`config.mk`:
```
export PLATFORM = sky130hd
export DESIGN_NAME = load_unit
export DESIGN_NICKNAME = d
export VERILOG_FILES = /design/src/rtl/load_pkg.sv /design/src/rtl/load_extend.sv /design/src/rtl/load_unit.sv
export SDC_FILE = /design/constraint.sdc
export NUM_CORES = 1
export LEC_CHECK = 0
export BUFFER_PORTS_ARGS = -buffer_cell sky130_fd_sc_hd__buf_2
export CORE_MARGIN = 8
export CORE_UTILIZATION = 45
export CTS_BUF_LIST = sky130_fd_sc_hd__clkbuf_4 sky130_fd_sc_hd__clkbuf_8 sky130_fd_sc_hd__clkbuf_16
export DETAILED_ROUTE_END_ITERATION = 10
export PLACE_DENSITY = 0.78
export SLEW_MARGIN = 20
export SYNTH_ARGS = -nofsm -noshare
export SYNTH_HDL_FRONTEND = slang
export SYNTH_SLANG_ARGS = --single-unit
```
`constraint.sdc`:
```
create_clock -name clk -period 2.3 [get_ports clk]
set_clock_uncertainty 0.2 [all_clocks]
set_input_delay 0.115 -clock clk [delete_from_list [all_inputs] [get_ports clk]]
set_output_delay 0.115 -clock clk [all_outputs]
set_load 0.01 [all_outputs]
```
`src/rtl/load_pkg.sv`:
```
// Shared definitions for the RV32I load unit: funct3 codes, FSM states and
// the access-legality predicate used when a load is accepted.
package load_pkg;

  localparam logic [2:0] F3_LB  = 3'b000;
  localparam logic [2:0] F3_LH  = 3'b001;
  localparam logic [2:0] F3_LW  = 3'b010;
  localparam logic [2:0] F3_LBU = 3'b100;
  localparam logic [2:0] F3_LHU = 3'b101;

  typedef enum logic [1:0] {
    S_IDLE  = 2'd0,
    S_REQ   = 2'd1,
    S_DONE  = 2'd2,
    S_FAULT = 2'd3
  } state_t;

  // True when the load must fault: illegal funct3 or misaligned address.
  function automatic logic access_fault(input logic [2:0] f3, input logic [1:0] a);
    logic r;
    case (f3)
      F3_LB, F3_LBU: r = 1'b0;
      F3_LH, F3_LHU: r = a[0];
      F3_LW:         r = (a != 2'b00);
      default:       r = 1'b1;
    endcase
    return r;
  endfunction

endpackage

```
`src/rtl/load_extend.sv`:
```
// Selects the addressed byte/half/word from a memory word and sign- or
// zero-extends it to 32 bits.
module load_extend
  import load_pkg::*;
(
  input  logic [31:0] i_rdata,
  input  logic [2:0]  i_funct3,
  input  logic [1:0]  i_lane,
  output logic [31:0] o_data
);

  logic [7:0]  w_b;
  logic [15:0] w_h;

  always_comb begin
    w_b    = i_rdata[{i_lane, 3'b000} +: 8];
    w_h    = i_rdata[{i_lane[1], 4'b0000} +: 16];
    o_data = i_rdata;
    case (i_funct3)
      F3_LB:   o_data = {{24{w_b[7]}}, w_b};
      F3_LBU:  o_data = {24'h0, w_b};
      F3_LH:   o_data = {{16{w_h[15]}}, w_h};
      F3_LHU:  o_data = {16'h0, w_h};
      default: o_data = i_rdata;
    endcase
  end

endmodule

```
`src/rtl/load_unit.sv`:
```
// RV32I load unit: word-aligned read over req/ack, then byte/half/word
// extraction with a one-cycle done (and err on fault/timeout) pulse.
module load_unit
  import load_pkg::*;
#(
  parameter int unsigned TIMEOUT = 16
) (
  input  logic        clk,
  input  logic        rs_i,
  input  logic        start_i,
  input  logic [2:0]  funct3_i,
  input  logic [31:0] addr_i,
  output logic        mem_req_o,
  output logic [31:0] mem_addr_o,
  input  logic        mem_ack_i,
  input  logic [31:0] mem_rdata_i,
  output logic        busy_o,
  output logic        done_o,
  output logic        err_o,
  output logic [31:0] data_o
);

  localparam int CW = (TIMEOUT > 1) ? $clog2(TIMEOUT + 1) : 1;
  localparam logic [CW-1:0] LAST = CW'((TIMEOUT == 0) ? 0 : TIMEOUT - 1);

  state_t        r_state, w_next;
  logic [2:0]    r_f3;
  logic [31:0]   r_addr;
  logic [31:0]   r_data;
  logic [CW-1:0] r_cnt;
  logic [31:0]   w_ext;
  logic          w_timeout;

  load_extend u_ext (
    .i_rdata  (mem_rdata_i),
    .i_funct3 (r_f3),
    .i_lane   (r_addr[1:0]),
    .o_data   (w_ext)
  );

  // r_cnt counts REQ cycles already spent without ack; LAST is the final one.
  assign w_timeout  = (TIMEOUT != 0) && (r_cnt == LAST);
  assign mem_addr_o = {r_addr[31:2], 2'b00};
  assign data_o     = r_data;

  always_ff @(posedge clk or posedge rs_i) begin
    if (rs_i) r_state <= S_IDLE;
    else      r_state <= w_next;
  end

  always_comb begin
    w_next    = r_state;
    mem_req_o = 1'b0;
    busy_o    = 1'b1;
    done_o    = 1'b0;
    err_o     = 1'b0;
    case (r_state)
      S_IDLE: begin
        busy_o = 1'b0;
        if (start_i) w_next = access_fault(funct3_i, addr_i[1:0]) ? S_FAULT : S_REQ;
      end
      S_REQ: begin
        mem_req_o = 1'b1;
        if (mem_ack_i)      w_next = S_DONE;
        else if (w_timeout) w_next = S_FAULT;
      end
      S_DONE: begin
        done_o = 1'b1;
        w_next = S_IDLE;
      end
      S_FAULT: begin
        done_o = 1'b1;
        err_o  = 1'b1;
        w_next = S_IDLE;
      end
      default: w_next = S_IDLE;
    endcase
  end

  always_ff @(posedge clk or posedge rs_i) begin
    if (rs_i) begin
      r_f3   <= 3'b000;
      r_addr <= 32'h0;
      r_data <= 32'h0;
      r_cnt  <= '0;
    end else begin
      if (r_state == S_IDLE && start_i) begin
        r_f3   <= funct3_i;
        r_addr <= addr_i;
      end
      if (r_state == S_REQ && !mem_ack_i) r_cnt <= r_cnt + 1'b1;
      else                                r_cnt <= '0;
      if (r_state == S_REQ && mem_ack_i) r_data <= w_ext;
    end
  end

endmodule

```
# [Yosys cells after proc, flatten, opt, wreduce, memory -nomap -nowiden]
# Cells that the tools add are included.
[classes] shifts=2 n_reduce_logical=12 muxes=14 n_addsub=1 eq_ne=13
[ops] op="$pmux 32 s4" count=1
[ops] op="$shiftx 32x6->16" count=1
[ops] op="$shiftx 32x6->8" count=1
[ops] op="$eq 3x3->1 const B" count=4
[ops] op="$mux 2" count=4
[ops] op="$eq 3x1->1 const B" count=2
[ops] op="$logic_not 3->1" count=2
[ops] op="$mux 1" count=6
[ops] op="$pmux 2 s3" count=1
[ops] op="$reduce_or 2->1" count=3
[ops] op="$add 5x1->5 const B" count=1
[ops] op="$eq 5x4->1 const B" count=1
[ops] op="$mux 5" count=1
[ops] op="$eq 2x2->1 const B" count=2
[ops] op="$eq 3x2->1 const B" count=1
[ops] op="$logic_and 1x1->1" count=3
[ops] op="$ne 3x3->1 const B" count=1
[ops] op="$pmux 1 s3" count=1
[ops] op="$eq 2x1->1 const B" count=1
[ops] op="$logic_not 2->1" count=1
[ops] op="$ne 2x2->1 const B" count=1
[ops] op="$reduce_and 2->1" count=1
[ops] op="$reduce_bool 2->1" count=1
[ops] op="$logic_not 1->1" count=1
[totals] out_inout_bits=68 register_bits=74 elab_cells=47

# [Logic depth before layout (Yosys ltp)]
[depth] ltp_word=8 mapped_depth=6 mapped_depth_nobuf=5

# [Modules after synthesis]
# From an unflattened synthesis, not the netlist that was laid out.
[hier_totals] cells_unflattened=317 hier_area_um2=3873.7
[by_module_without_submodules] module="load_unit" area_per_inst_um2=3245.6 seq_area_each_um2=1851.8 cells_each=208 n_inst=1
[by_module_without_submodules] module="load_extend" area_per_inst_um2=628.1 seq_area_each_um2=0.0 cells_each=109 n_inst=1

# [Least setup slack after synthesis]
# Ideal clock, no wire load.
[synth_path] path_kind="register to register" startpoint="reg r_addr[0]" endpoint="reg r_data[17] (netlist: data_o[17])" path_buffers=2 stages_incl_launch_ff=7 slack_ns=0.387 setup_time_ns=0.124 arrival_ns=1.589 cell_sequence="dfrtp_1 -> buf_6 -> mux2_4 -> mux4_2 -> nand3b_4 -> buf_6 -> nand3_2"
[synth_via] elab_chain_len=2
[synth_lines] element="start, declared" line="load_unit.sv:28" rtl="logic [31:0] r_addr;"
[synth_lines] element="start signal, assigned" line="load_unit.sv:89" rtl="r_addr <= addr_i;"
[synth_lines] element="$shiftx 32x6->8" line="load_extend.sv:16" rtl="w_b = i_rdata[{i_lane, 3'b000} +: 8];"
[synth_lines] element="$pmux 32 s4" line="load_extend.sv:19" rtl="case (i_funct3)"
[synth_lines] element="end signal, assigned" line="load_unit.sv:93" rtl="if (r_state == S_REQ && mem_ack_i) r_data <= w_ext;"
[synth_lines] element="end, declared" line="load_unit.sv:29" rtl="logic [31:0] r_data;"
# Every way passes these cells.
# A chain may end at the register's enable or synchronous reset.

# [Worst setup path after layout]
[layout_path] startpoint="reg r_addr[0]" endpoint="reg r_data[30] (netlist: data_o[30])"
# Same word-level chain as after synthesis.

==> out/summary.log <==
[run_status] result of the run finished clean
[sta] RSZ-0062 raised after global routing no
[sta] Max Clk Rate 489 MHz
[synthesis] post-synth top area cell sky130_fd_sc_hd__dfrtp_1
[sta] fraction of the cycle the final worst path needs 0.889
[sta] clock period minus worst slack 2040 ps
[worst_setup_path] crit-path max FO 16
[cts] maximum buffer depth of the clock tree 2
[placement] detailed-placement wirelength estimate 7330 um
[pwr] clock share of power 0.180
[worst_setup_path] endpoint kind of the worst setup timing path flip-flop
[routing] via density per instance 5.27
[die] CORE AREA 0.00813 mm^2
[synthesis] number of flip-flops and latches in the synthesized netlist 74
[placement] weighted congestion reported at the end of routability-driven placement 0.889
[pwr] Internal Power 3880 uW
[pwr] P_sw 2410 uW
[synthesis] Primary FF master, synth sky130_fd_sc_hd__dfrtp_1
[worst_setup_path] nature of the critical path startpoint flip-flop
[routing] Iter 0 DRT Violations 153
[cts] clock sink count 74
[die] horizontal die dimension 107 um
[worst_setup_path] CP bufs+invs 0
[die] overall die height 107 um
[pwr] sw frac 0.383
[cts] clock insertion delay at the later pin of the skew report 350 ps
[cts] clock buffer count from CTS 9
[synthesis] count of yosys warnings during synthesis 0
[placement] placement-stage cell area 0.00432 mm^2
[sta] hold violation total from the final report 0
[routing] Routed WL per cell 17.3 um
[synthesis] async set-or-reset flop fraction in the synthesized netlist 1.00
[sta] minimum setup slack in the final design 255 ps
[die] effective utilization at floorplan 0.458
[synthesis] area share of the largest cell type after synthesis 0.497
[synthesis] cell area after technology mapping 0.00373 mm^2
[placement] minimum setup slack after placement 281 ps
[synthesis] Mean Syn Cell Area 10.8 um^2
[synthesis] sequential cell area fraction in the yosys report 0.497
[worst_setup_path] Arrival @ worst endpoint 2060 ps
[worst_setup_path] Worst Setup Path Type flip-flop to flip-flop
[sta] number of max-slew violations in the final report 0
[cts] CTS clk-pin slew, worst paths 80 ps
[pwr] sequential share of power 0.358
[pwr] combinational fraction of design power 0.462
[routing] number of routed nets with antenna violations 0
[worst_setup_path] required time of the critical path 2310 ps
[grt] residual overflow from global routing 0
[worst_setup_path] CP max stage cell sky130_fd_sc_hd__dfrtp_1
[grt] number of global-route vias before repair 3537
[die] Row Count 33
[sta] final setup vio count 0
[worst_setup_path] CP max stage delay 510 ps
[pwr] peak ir drop on the vdd network 534 uV
[routing] # DRC 0
[grt] wire length of the first global-routing pass 17600 um
[synthesis] number of unique standard cell types used by synthesis 45
[grt] largest net degree at the start of global routing 75
[sta] Post-Route Hold Slack 17.7 ps
[routing] total vias in the final route 3301
[cts] H-tree depth reported by CTS 3
[worst_setup_path] Top delay family on crit path multiplexers
[synthesis] number of enable flip-flop cells after synthesis 0
[finish] proportion of layout cells with a drive suffix above 1 0.411
[die] full die area 0.0115 mm^2
[run] maxcap violations 0
[pwr] final total power 6280 uW
[die] I/O pin total 139
[finish] most common cell after layout, fill and taps aside sky130_fd_sc_hd__buf_2
[worst_setup_path] ordered cell list for the critical path mux2_4 -> mux4_2 -> nand3b_4 -> nand3_1
[placement] buffers added on ports 136
[sta] Fin Setup TNS 0 ps
[pwr] total power density per cell area 1210 mW/mm^2
[finish] net count reported at finish 589
[cts] clock root buffer sky130_fd_sc_hd__clkbuf_8
[finish] post-route design area 0.00518 mm^2
[cts] clock tree from TritonCTS yes
[worst_hold_path] kind of path behind the tightest hold check primary input to flip-flop
[grt] total track usage 0.191
[finish] top library cells by usage in the layout, fill and taps aside 136 x sky130_fd_sc_hd__buf_2, 74 x sky130_fd_sc_hd__dfrtp_1, 64 x sky130_fd_sc_hd__dlygate4sd3_1
[synthesis] cell types occupying the most area after synthesis sky130_fd_sc_hd__dfrtp_1 50%, sky130_fd_sc_hd__mux2_2 10%, sky130_fd_sc_hd__buf_4 6.4%
[routing] router iterations before antenna repair 4
[pwr] Leakage 0.00252 uW
[grt] antenna violations before repair 0
[finish] area added between synthesis and finish 39.0%
[routing] Total Wirelength 10800 um
[finish] Diodes inserted 0
[synthesis] Synth Instances 345
==> what timing repair did <==
item	CTS	global route
resized for setup	0	0
hold endpoints to repair	143	0
hold buffers	64	0
setup buffers	0	0
==> routing by layer <==
metal  routed length (um)  track usage  part of all wire  up-vias
li1                     -            -                 -     1525
met1                 4220        0.222              0.39     1588
met3                  872       0.0480             0.080       25
met2                 5530        0.322              0.51      163
met4                  219       0.0905             0.020        0
met5                    0            0                 0        -
==> kinds of logic after synthesis <==
group | Yosys count | synth area share
adders and majority gates | 2 | 0.00671
muxes | 42 | 0.131
buffers and inverters | 58 | 0.0960
DFF | 74 | 0.497
xor gates and xnor gates | 2 | 0.00470
and+or+nand+nor | 108 | 0.158
other | 1 | 0.00101
AOI/OAI and AO/OA | 58 | 0.106
==> state kept, by name, indices dropped and copies added, names as in the netlist <==
name / cells
data_o: 32
r_addr: 32
r_cnt: 5
r_f3: 3
r_state: 2
==> synth_stat cells, types with 2 or more instances <==
cell / n
sky130_fd_sc_hd__a311oi_1: 6
sky130_fd_sc_hd__or3_1: 6
sky130_fd_sc_hd__nand2_1: 32
sky130_fd_sc_hd__a22oi_1: 5
sky130_fd_sc_hd__nand3_1: 23
sky130_fd_sc_hd__buf_6: 2
sky130_fd_sc_hd__a2bb2oi_1: 4
sky130_fd_sc_hd__buf_4: 32
sky130_fd_sc_hd__ha_1: 2
sky130_fd_sc_hd__nor2b_1: 7
sky130_fd_sc_hd__inv_1: 5
sky130_fd_sc_hd__a21oi_1: 11
sky130_fd_sc_hd__nand2b_1: 3
sky130_fd_sc_hd__nand3_2: 10
sky130_fd_sc_hd__o21ai_0: 18
sky130_fd_sc_hd__mux2i_1: 2
sky130_fd_sc_hd__and3_1: 2
sky130_fd_sc_hd__nor2_1: 16
sky130_fd_sc_hd__mux2_1: 3
sky130_fd_sc_hd__clkbuf_1: 13
sky130_fd_sc_hd__mux2_4: 2
sky130_fd_sc_hd__dfrtp_1: 74
sky130_fd_sc_hd__o2bb2ai_1: 3
sky130_fd_sc_hd__buf_2: 4
sky130_fd_sc_hd__mux2_2: 34
sky130_fd_sc_hd__o21bai_1: 3
sky130_fd_sc_hd__a221o_1: 2
sky130_fd_sc_hd__nand3b_1: 2
sky130_fd_sc_hd__a32o_1: 3
==> final timing paths <==
path | start | to | slack, ps | cells after the start
setup / recovery | r_addr[0] | data_o[30] | 260 | 4
hold / removal | mem_rdata_i[13] | data_o[5] | 20 | 4
setup reg to reg | r_addr[0] | data_o[30] | 260 | 4
hold reg to reg | r_cnt[0] | r_cnt[0] | 280 | 1
max in group asynchronous | rs_i | r_addr[27] | 1380 | 4
min in group asynchronous | rs_i | r_addr[6] | 200 | 4
==> stage by stage <==
step | instances | util
finish | 626 | 0.637
global route | 626 | 0.637
floorplan | 346 | -
global placement | 546 | 0.531
CTS | 626 | 0.637
detailed placement | 546 | 0.531
==> final cells by class <==
class | instances | area (um^2)
fillers | 605 | 2950
flip-flops and latches | 74 | 1850
multi-input cells | 214 | 1520
repair buffers | 211 | 1430
well taps | 105 | 131
clock buffers | 9 | 124
clock inverters | 7 | 101
inverters | 6 | 22.5
==> worst register-to-register path: stages (launching register included) <==
cell and delay, ps:
sky130_fd_sc_hd__dfrtp_1 510, sky130_fd_sc_hd__mux2_4 350, sky130_fd_sc_hd__mux4_2 490, sky130_fd_sc_hd__nand3b_4 240
sky130_fd_sc_hd__nand3_1 130
==> power by group through the flow <==
stage	logic (uW)	registers, uW	clock network, uW
CTS	2910	2240	1170
floorplan	2040	2300	0
finish	2900	2250	1130
global route	3170	2320	1220
global placement	2750	2230	0
detailed placement	2820	2250	0
Power figures use the tool's default switching activity.
